`src/rtl/ll_fifo_pkg.sv`:
```
// ---------------------------------------------------------------------------
// ll_fifo_pkg
//   Shared helpers for the reserved linked-list FIFO.
//   - unused_res     : reservation a queue still holds but has not filled.
//   - free_init_next : next-pointer value of an entry in the reset free chain
//                      (0 -> 1 -> ... -> DEPTH-1).
//   The per-queue state record depends on the instance parameters, so it is
//   declared inside the top module (q_state_t) from the same fields:
//   head, tail, count.
// ---------------------------------------------------------------------------
package ll_fifo_pkg;

    // Entries still owed to a queue: max(reserve - cnt, 0).
    function automatic int unused_res(input int reserve, input int cnt);
        return (cnt < reserve) ? (reserve - cnt) : 0;
    endfunction

    // Reset free chain links each entry to its successor; the last entry's
    // link is never followed while it is the free tail, so 0 is used.
    function automatic int free_init_next(input int idx, input int depth);
        return (idx + 1 < depth) ? (idx + 1) : 0;
    endfunction

endpackage

```
`src/rtl/ll_free_list.sv`:
```
// ---------------------------------------------------------------------------
// ll_free_list
//   Owns the free chain: free head, free tail and free count. The next-pointer
//   storage lives in the top level; this block tells the top when to link the
//   released entry behind the current free tail.
//
//   Ports
//     clk, rst            clock, asynchronous active-low reset
//     i_alloc             take the entry at o_alloc_ptr this cycle
//     i_release           return i_release_ptr to the free list this cycle
//     i_release_ptr       entry being returned
//     i_next_of_head      next[free_head], read by the top from its storage
//     o_alloc_ptr         current free head (entry a push will use)
//     o_free_count        entries on the free list
//     o_link_we           write next[o_link_ptr] <= i_release_ptr
//     o_link_ptr          current free tail
// ---------------------------------------------------------------------------
module ll_free_list #(
    parameter int DEPTH     = 8,
    parameter int PTR_WIDTH = $clog2(DEPTH),
    parameter int CNT_WIDTH = $clog2(DEPTH + 1)
) (
    input  logic                 clk,
    input  logic                 rst,
    input  logic                 i_alloc,
    input  logic                 i_release,
    input  logic [PTR_WIDTH-1:0] i_release_ptr,
    input  logic [PTR_WIDTH-1:0] i_next_of_head,
    output logic [PTR_WIDTH-1:0] o_alloc_ptr,
    output logic [CNT_WIDTH-1:0] o_free_count,
    output logic                 o_link_we,
    output logic [PTR_WIDTH-1:0] o_link_ptr
);

    logic [PTR_WIDTH-1:0] r_head;
    logic [PTR_WIDTH-1:0] r_tail;
    logic [CNT_WIDTH-1:0] r_count;

    logic w_empty;
    logic w_last;

    assign w_empty      = (r_count == '0);
    assign w_last       = (r_count == CNT_WIDTH'(1));
    assign o_alloc_ptr  = r_head;
    assign o_free_count = r_count;
    assign o_link_ptr   = r_tail;

    // A release is chained behind the tail unless the list is (or is about
    // to become) empty, in which case the released entry becomes the whole
    // list on its own and no link is needed.
    always_comb begin
        o_link_we = 1'b0;
        if (i_release && !w_empty && !(i_alloc && w_last)) begin
            o_link_we = 1'b1;
        end
    end

    always_ff @(posedge clk or negedge rst) begin
        if (!rst) begin
            r_head  <= '0;
            r_tail  <= PTR_WIDTH'(DEPTH - 1);
            r_count <= CNT_WIDTH'(DEPTH);
        end else begin
            case ({i_alloc, i_release})
                2'b10: begin
                    r_head  <= i_next_of_head;
                    r_count <= r_count - CNT_WIDTH'(1);
                end
                2'b01: begin
                    if (w_empty) begin
                        r_head <= i_release_ptr;
                    end
                    r_tail  <= i_release_ptr;
                    r_count <= r_count + CNT_WIDTH'(1);
                end
                2'b11: begin
                    // The alloc always uses the pre-cycle head; when that was
                    // the last free entry the released one replaces it.
                    if (w_last) begin
                        r_head <= i_release_ptr;
                    end else begin
                        r_head <= i_next_of_head;
                    end
                    r_tail <= i_release_ptr;
                end
                default: ;
            endcase
        end
    end

endmodule

```
`src/rtl/ll_fifo_reserved.sv`:
```
// ---------------------------------------------------------------------------
// ll_fifo_reserved
//   NUM_FIFOS logical FIFOs sharing one DEPTH-entry memory through per-entry
//   next pointers and a free list. Each queue is guaranteed RESERVE entries:
//   a push is refused when the free entries left would not cover the unused
//   reservations of the other queues.
//
//   Handshake: push/pop are requests; push_ok/pop_ok are combinational
//   accepts from current state. Only accepted requests change state. A popped
//   word appears on data_out one cycle later with data_out_vld high for that
//   single cycle; data_out otherwise holds.
//
//   Ports
//     clk, rst                  clock, asynchronous active-low reset
//     push, push_sel, data_in   push request, target queue, data
//     push_ok                   push accepted this cycle
//     pop, pop_sel              pop request, source queue
//     pop_ok                    pop accepted this cycle
//     data_out, data_out_vld    registered popped word and its strobe
//     empty, full               per-queue flags
//     count                     per-queue occupancy, queue i at
//                               [i*CNT_WIDTH +: CNT_WIDTH]
//     free_count                entries on the free list
// ---------------------------------------------------------------------------
module ll_fifo_reserved
    import ll_fifo_pkg::*;
#(
    parameter int WIDTH     = 8,
    parameter int DEPTH     = 8,
    parameter int NUM_FIFOS = 4,
    parameter int RESERVE   = 1,
    parameter int PTR_WIDTH = $clog2(DEPTH),
    parameter int SEL_WIDTH = $clog2(NUM_FIFOS),
    parameter int CNT_WIDTH = $clog2(DEPTH + 1)
) (
    input  logic                           clk,
    input  logic                           rst,
    input  logic                           push,
    input  logic [SEL_WIDTH-1:0]           push_sel,
    input  logic [WIDTH-1:0]               data_in,
    output logic                           push_ok,
    input  logic                           pop,
    input  logic [SEL_WIDTH-1:0]           pop_sel,
    output logic                           pop_ok,
    output logic [WIDTH-1:0]               data_out,
    output logic                           data_out_vld,
    output logic [NUM_FIFOS-1:0]           empty,
    output logic [NUM_FIFOS-1:0]           full,
    output logic [NUM_FIFOS*CNT_WIDTH-1:0] count,
    output logic [CNT_WIDTH-1:0]           free_count
);

    typedef struct packed {
        logic [PTR_WIDTH-1:0] head;
        logic [PTR_WIDTH-1:0] tail;
        logic [CNT_WIDTH-1:0] count;
    } q_state_t;

    q_state_t             r_q    [NUM_FIFOS];
    logic [PTR_WIDTH-1:0] r_next [DEPTH];
    logic [WIDTH-1:0]     r_mem  [DEPTH];
    logic [WIDTH-1:0]     r_data_out;
    logic                 r_data_out_vld;

    logic [PTR_WIDTH-1:0] w_alloc_ptr;
    logic [CNT_WIDTH-1:0] w_free_count;
    logic                 w_free_link_we;
    logic [PTR_WIDTH-1:0] w_free_link_ptr;

    int                   w_unused [NUM_FIFOS];
    int                   w_unused_total;
    int                   w_avail  [NUM_FIFOS];
    logic                 w_push_ok;
    logic                 w_pop_ok;
    logic [PTR_WIDTH-1:0] w_pop_head;
    logic [PTR_WIDTH-1:0] w_push_tail;
    logic                 w_push_link;
    logic                 w_same_single;
    logic [NUM_FIFOS-1:0] w_push_hit;
    logic [NUM_FIFOS-1:0] w_pop_hit;

    // Flags from current state only; a same-cycle pop never frees room for
    // a same-cycle push.
    always_comb begin
        w_unused_total = 0;
        empty          = '0;
        full           = '0;
        count          = '0;
        for (int i = 0; i < NUM_FIFOS; i++) begin
            w_unused[i]    = unused_res(RESERVE, int'(r_q[i].count));
            w_unused_total = w_unused_total + w_unused[i];
        end
        for (int i = 0; i < NUM_FIFOS; i++) begin
            w_avail[i] = int'(w_free_count) - (w_unused_total - w_unused[i]);
            empty[i]   = (r_q[i].count == '0);
            full[i]    = (w_avail[i] <= 0);
            count[i*CNT_WIDTH +: CNT_WIDTH] = r_q[i].count;
        end
    end

    assign w_push_ok = push & ~full[push_sel];
    assign w_pop_ok  = pop & ~empty[pop_sel];
    assign push_ok   = w_push_ok;
    assign pop_ok    = w_pop_ok;

    assign w_pop_head  = r_q[pop_sel].head;
    assign w_push_tail = r_q[push_sel].tail;
    assign w_push_link = w_push_ok && (r_q[push_sel].count != '0);

    // Push and pop on a one-entry queue: the old entry leaves and the pushed
    // entry becomes both head and tail (its link is not written yet).
    assign w_same_single = w_push_ok && w_pop_ok && (push_sel == pop_sel) &&
                           (r_q[pop_sel].count == CNT_WIDTH'(1));

    always_comb begin
        w_push_hit = '0;
        w_pop_hit  = '0;
        for (int i = 0; i < NUM_FIFOS; i++) begin
            w_push_hit[i] = w_push_ok && (push_sel == SEL_WIDTH'(i));
            w_pop_hit[i]  = w_pop_ok && (pop_sel == SEL_WIDTH'(i));
        end
    end

    ll_free_list #(
        .DEPTH     (DEPTH),
        .PTR_WIDTH (PTR_WIDTH),
        .CNT_WIDTH (CNT_WIDTH)
    ) u_free_list (
        .clk            (clk),
        .rst            (rst),
        .i_alloc        (w_push_ok),
        .i_release      (w_pop_ok),
        .i_release_ptr  (w_pop_head),
        .i_next_of_head (r_next[w_alloc_ptr]),
        .o_alloc_ptr    (w_alloc_ptr),
        .o_free_count   (w_free_count),
        .o_link_we      (w_free_link_we),
        .o_link_ptr     (w_free_link_ptr)
    );

    assign free_count = w_free_count;

    always_ff @(posedge clk or negedge rst) begin
        if (!rst) begin
            for (int i = 0; i < NUM_FIFOS; i++) begin
                r_q[i] <= '0;
            end
        end else begin
            for (int i = 0; i < NUM_FIFOS; i++) begin
                if (w_push_hit[i]) begin
                    r_q[i].tail <= w_alloc_ptr;
                    if (r_q[i].count == '0) begin
                        r_q[i].head <= w_alloc_ptr;
                    end
                end
                if (w_pop_hit[i]) begin
                    r_q[i].head <= w_same_single ? w_alloc_ptr : r_next[r_q[i].head];
                end
                case ({w_push_hit[i], w_pop_hit[i]})
                    2'b10:   r_q[i].count <= r_q[i].count + CNT_WIDTH'(1);
                    2'b01:   r_q[i].count <= r_q[i].count - CNT_WIDTH'(1);
                    default: ;
                endcase
            end
        end
    end

    // Two link writes per cycle: the push extends its queue, the free list
    // extends the free chain. They address a queue tail and the free tail,
    // which are never the same entry.
    always_ff @(posedge clk or negedge rst) begin
        if (!rst) begin
            for (int i = 0; i < DEPTH; i++) begin
                r_next[i] <= PTR_WIDTH'(free_init_next(i, DEPTH));
            end
        end else begin
            if (w_push_link) begin
                r_next[w_push_tail] <= w_alloc_ptr;
            end
            if (w_free_link_we) begin
                r_next[w_free_link_ptr] <= w_pop_head;
            end
        end
    end

    always_ff @(posedge clk) begin
        if (w_push_ok) begin
            r_mem[w_alloc_ptr] <= data_in;
        end
    end

    always_ff @(posedge clk or negedge rst) begin
        if (!rst) begin
            r_data_out     <= '0;
            r_data_out_vld <= 1'b0;
        end else begin
            r_data_out_vld <= w_pop_ok;
            if (w_pop_ok) begin
                r_data_out <= r_mem[w_pop_head];
            end
        end
    end

    assign data_out     = r_data_out;
    assign data_out_vld = r_data_out_vld;

endmodule

```
`config.mk`:
```
export PLATFORM = sky130hd
export DESIGN_NAME = ll_fifo_reserved
export DESIGN_NICKNAME = d
export VERILOG_FILES = /design/src/rtl/ll_fifo_pkg.sv /design/src/rtl/ll_free_list.sv /design/src/rtl/ll_fifo_reserved.sv
export SDC_FILE = /design/constraint.sdc
export NUM_CORES = 1
export LEC_CHECK = 0
export BUFFER_PORTS_ARGS = -buffer_cell sky130_fd_sc_hd__buf_4
export CELL_PAD_IN_SITES_DETAIL_PLACEMENT = 1
export CELL_PAD_IN_SITES_GLOBAL_PLACEMENT = 1
export CORE_MARGIN = 1.5
export CORE_UTILIZATION = 50
export CTS_CLUSTER_SIZE = 12
export DETAILED_ROUTE_END_ITERATION = 8
export HOLD_SLACK_MARGIN = 0.03
export PLACE_DENSITY = 0.81
export SYNTH_ARGS = -nofsm -noshare
export SYNTH_HDL_FRONTEND = slang
export SYNTH_SLANG_ARGS = --single-unit
```
`constraint.sdc`:
```
create_clock -name clk -period 16 [get_ports clk]
set_input_delay 3.2 -clock clk [delete_from_list [all_inputs] [get_ports clk]]
set_output_delay 3.2 -clock clk [all_outputs]
set_load 0.005 [all_outputs]
```
==> metrics.md <==
| Metric | Value |
|---|---|
| Outcome | finished clean |
| Critical path class | register to primary output |
| Syn_nets | 2558 |
| CTS Root Cell | clkbuf_16 |
| Post-synth cell types | 98 |
| Vias per cell | 6.70 |
| GPL Wtd Cong | 0.970 |
| Cts repair resizes | 0 |
| Area taken by flip-flops and latches | 4020 µm² |
| Initial DRC count | 1286 |
| Vias in the first global route | 19300 |
| PortBufs | 54 |
| Sequential area share after synthesis | 20.4% |
| Clock tree buffer depth | 2 |
| R2r setup slk | 4170 ps |
| H-tree levels | 4 |
| Die H | 201 µm |
| Slowest-stage cell, CP | fa_1 |
| Initial Util | 50.8% |
| Cell family with most CP delay | adder cells |
| DR pass1 iterations | 5 |
| Startpoint type of the worst setup path | register |
| Hold Vio Cnt, Final | 0 |
| Final Cell Area | 20800 µm² |
| Final period utilization | 86.8% |
| RSZ-0062 raised after global routing | no |
| Global route overflow | 0 |
| Setup Total Neg Slack | 0 ps |
| Ys async rst share | 56.5% |
| Fill count | 4572 |
| Post-synth top flop | dfrtp_1 |
| CP peak stage delay | 1040 ps |
| # diodes | 0 |
| Skew final | 15.9 ps |
| Hold path start | data_out[3] |
| GRT Resource Usage Total | 34.7% |
| Crit path capture type | primary output |
| Yosys Warn Count | 0 |
| Clk slew on worst S/H paths | 70 ps |
| Final ANT Viol Nets | 0 |
| #FFs+latches synth | 147 |
| Clk_lat worst skew | 450 ps |
| Area of the multi-input gates | 14600 µm² |
| HPWL Detailed | 54.3 mm |
| Bufs and invs on worst path | 9 |
| Rel. slew slack | 18.9% |
| Reg-to-reg startpoint | count[12] |
| Detail-routed net length per standard cell | 25.4 µm |
| Share of cells above drive strength 1 | 10.7% |
| Hold Crit Depth | 2 |
| Area Growth Syn to Fin | 5.99% |
| Postcts setup bufs | 0 |
| Pre-CTS setup slack | 2720 ps |
| Worst R2R End | r_q[17] |
| Clock Sinks | 147 |
| Max Clk Rate | 72.0 MHz |
| Worst-path fanout max | 23 |
| # DRC | 0 |
| Placement Cell Area | 20300 µm² |
| Hold Path Class | register to register |
| Final #Nets | 2510 |
| Core ar. | 38700 µm² |
| CTS tree | done |
| WP data arrival | 10690 ps |
| Period minus WS final | 13890 ps |
| Setup-failing EPs final | 0 |
| Mean Syn Cell Area | 8.57 µm² |
| Hold EP | data_out[3] |
| Worst-Margin Slew | 1200 ps |
| First-pass GRT wire length | 111 mm |
| Max Slew Vio Count | 0 |
| Die area | 40500 µm² |
| I/O Pins | 55 |
| Most frequent CP cell | inv_1 |
| Reg2Reg Depth | 37 |
| Post-Route WL | 70.6 mm |
| # rows | 72 |
| Hold buffer count at cts | 0 |
| EDFF count, synth | 64 |
| Vias post-DR | 18600 |
| Chip Width | 201 µm |
| Post-synthesis instance total | 2294 |
| Num CTS Buffers | 17 |
| Setup slack after layout | 2110 ps |
| Initial antenna violation count | 0 |
| Post-Syn Area | 19700 µm² |
| Max-cap viol count | 0 |
| Largest net degree at the start of global routing | 77 |
| Data required, critical path | 12800 ps |
## Yosys cell counts, drive strengths merged, types with 38 or more instances
| cell | n | area share, % |
|---|---|---|
| nand4 | 40 | 1.3 |
| mux2i | 95 | 4.8 |
| edfxtp | 64 | 9.8 |
| mux4 | 50 | 5.7 |
| nor2 | 201 | 3.8 |
| o21ai | 106 | 2.8 |
| nand3 | 63 | 1.6 |
| nand2 | 181 | 3.5 |
| a21oi | 171 | 4.4 |
| buf | 54 | 1.5 |
| clkbuf | 82 | 1.6 |
| a21o | 51 | 1.9 |
| nor3 | 54 | 1.4 |
| inv | 133 | 2.5 |
| xnor2 | 88 | 3.9 |
| fa | 38 | 3.9 |
| ha | 210 | 13 |
| dfrtp | 67 | 8.5 |
## cells in the final DEF, fill, tap and decap left out, drive strengths merged, types with 16 or more instances in the layout
master | Yosys | layout
nand2b | 23 | 23
o21a | 27 | 27
nor2b | 18 | 18
mux2 | 18 | 18
dfstp | 16 | 16
xnor2 | 88 | 88
xor2 | 26 | 26
nor3b | 20 | 20
nor2 | 201 | 201
a31oi | 30 | 30
dfrtp | 67 | 67
a21oi | 171 | 171
nand4 | 40 | 40
buf | 54 | 69
and3 | 20 | 20
fa | 38 | 38
edfxtp | 64 | 64
nand3 | 63 | 63
mux2i | 95 | 95
clkbuf | 82 | 18
o21bai | 16 | 16
o211ai | 24 | 24
nor4 | 23 | 23
a21o | 51 | 51
ha | 210 | 210
o21ai | 106 | 106
inv | 133 | 141
mux4 | 50 | 50
nor3 | 54 | 54
nand2 | 181 | 181
a211oi | 35 | 35
## flip-flops by register name, indices dropped and copies added (netlist names)
signal                    flops
u_free_list.o_link_ptr        3
r_q                          24
u_free_list.o_alloc_ptr       3
count                        16
r_next                       24
data_out_vld                  1
u_free_list.o_free_count      4
data_out                      8
r_mem                        64
## through the flow
stage          hold WS [ps]  utilization (%)  instances
4_1_cts                 506             53.8       2777
5_1_grt                 527             53.8       2777
2_1_floorplan           445                -       2294
3_5_place_dp            476             52.3       2745
3_3_place_gp            466             52.3       2745
6_report                492             53.8       2777
## worst max path at each step
stage,from,end,slack (ps),cells past startpoint
after floorplan,count[8],push_ok,3830,36
after CTS,count[12],push_ok,2200,32
after detailed placement,count[12],push_ok,2720,32
after global placement,count[12],push_ok,3150,32
after global routing,count[12],push_ok,1500,32
final,count[12],push_ok,2110,32
## layer usage
metal | GRT usage [%] | vias to the layer above | share of wire (%)
met1 | 42.5 | 9360 | 40
li1 | - | 8448 | -
met4 | 15.4 | 0 | 4.5
met5 | 0 | - | 0
met2 | 61.6 | 632 | 50
met3 | 3.35 | 162 | 4.9
## cell type report
type                            count  area share [%]
Clock buffer                       18            2.06
Clock inverter                     14           0.798
Inverter                          136            2.45
Multi-Input combinational cell   1875            69.8
Sequential cell                   147            19.3
Tap cell                          518            3.11
Timing Repair Buffer               69            2.48
## worst register-to-register path, delay by kind of cell (launching register included)
kind                     cells  cell delay [ps]
XOR/XNOR                     1              150
AND/OR/NAND/NOR              9             3120
adder cells (fa/ha/maj)      8             3480
buffers and inverters        8             1670
flip-flops                   1              450
AO/OA/AOI/OAI               11             2810
## cell families after synthesis
group / share of synthesized area, %
mux: 11.6
simple gates: 18.8
fa+ha+maj: 17.2
flops: 20.4
buf+inv: 5.67
xor+xnor: 5.08
compound gates: 21.2
Power is not shown: default switching activity piles up to over one toggle a cycle in this logic, so the estimate is an artifact.
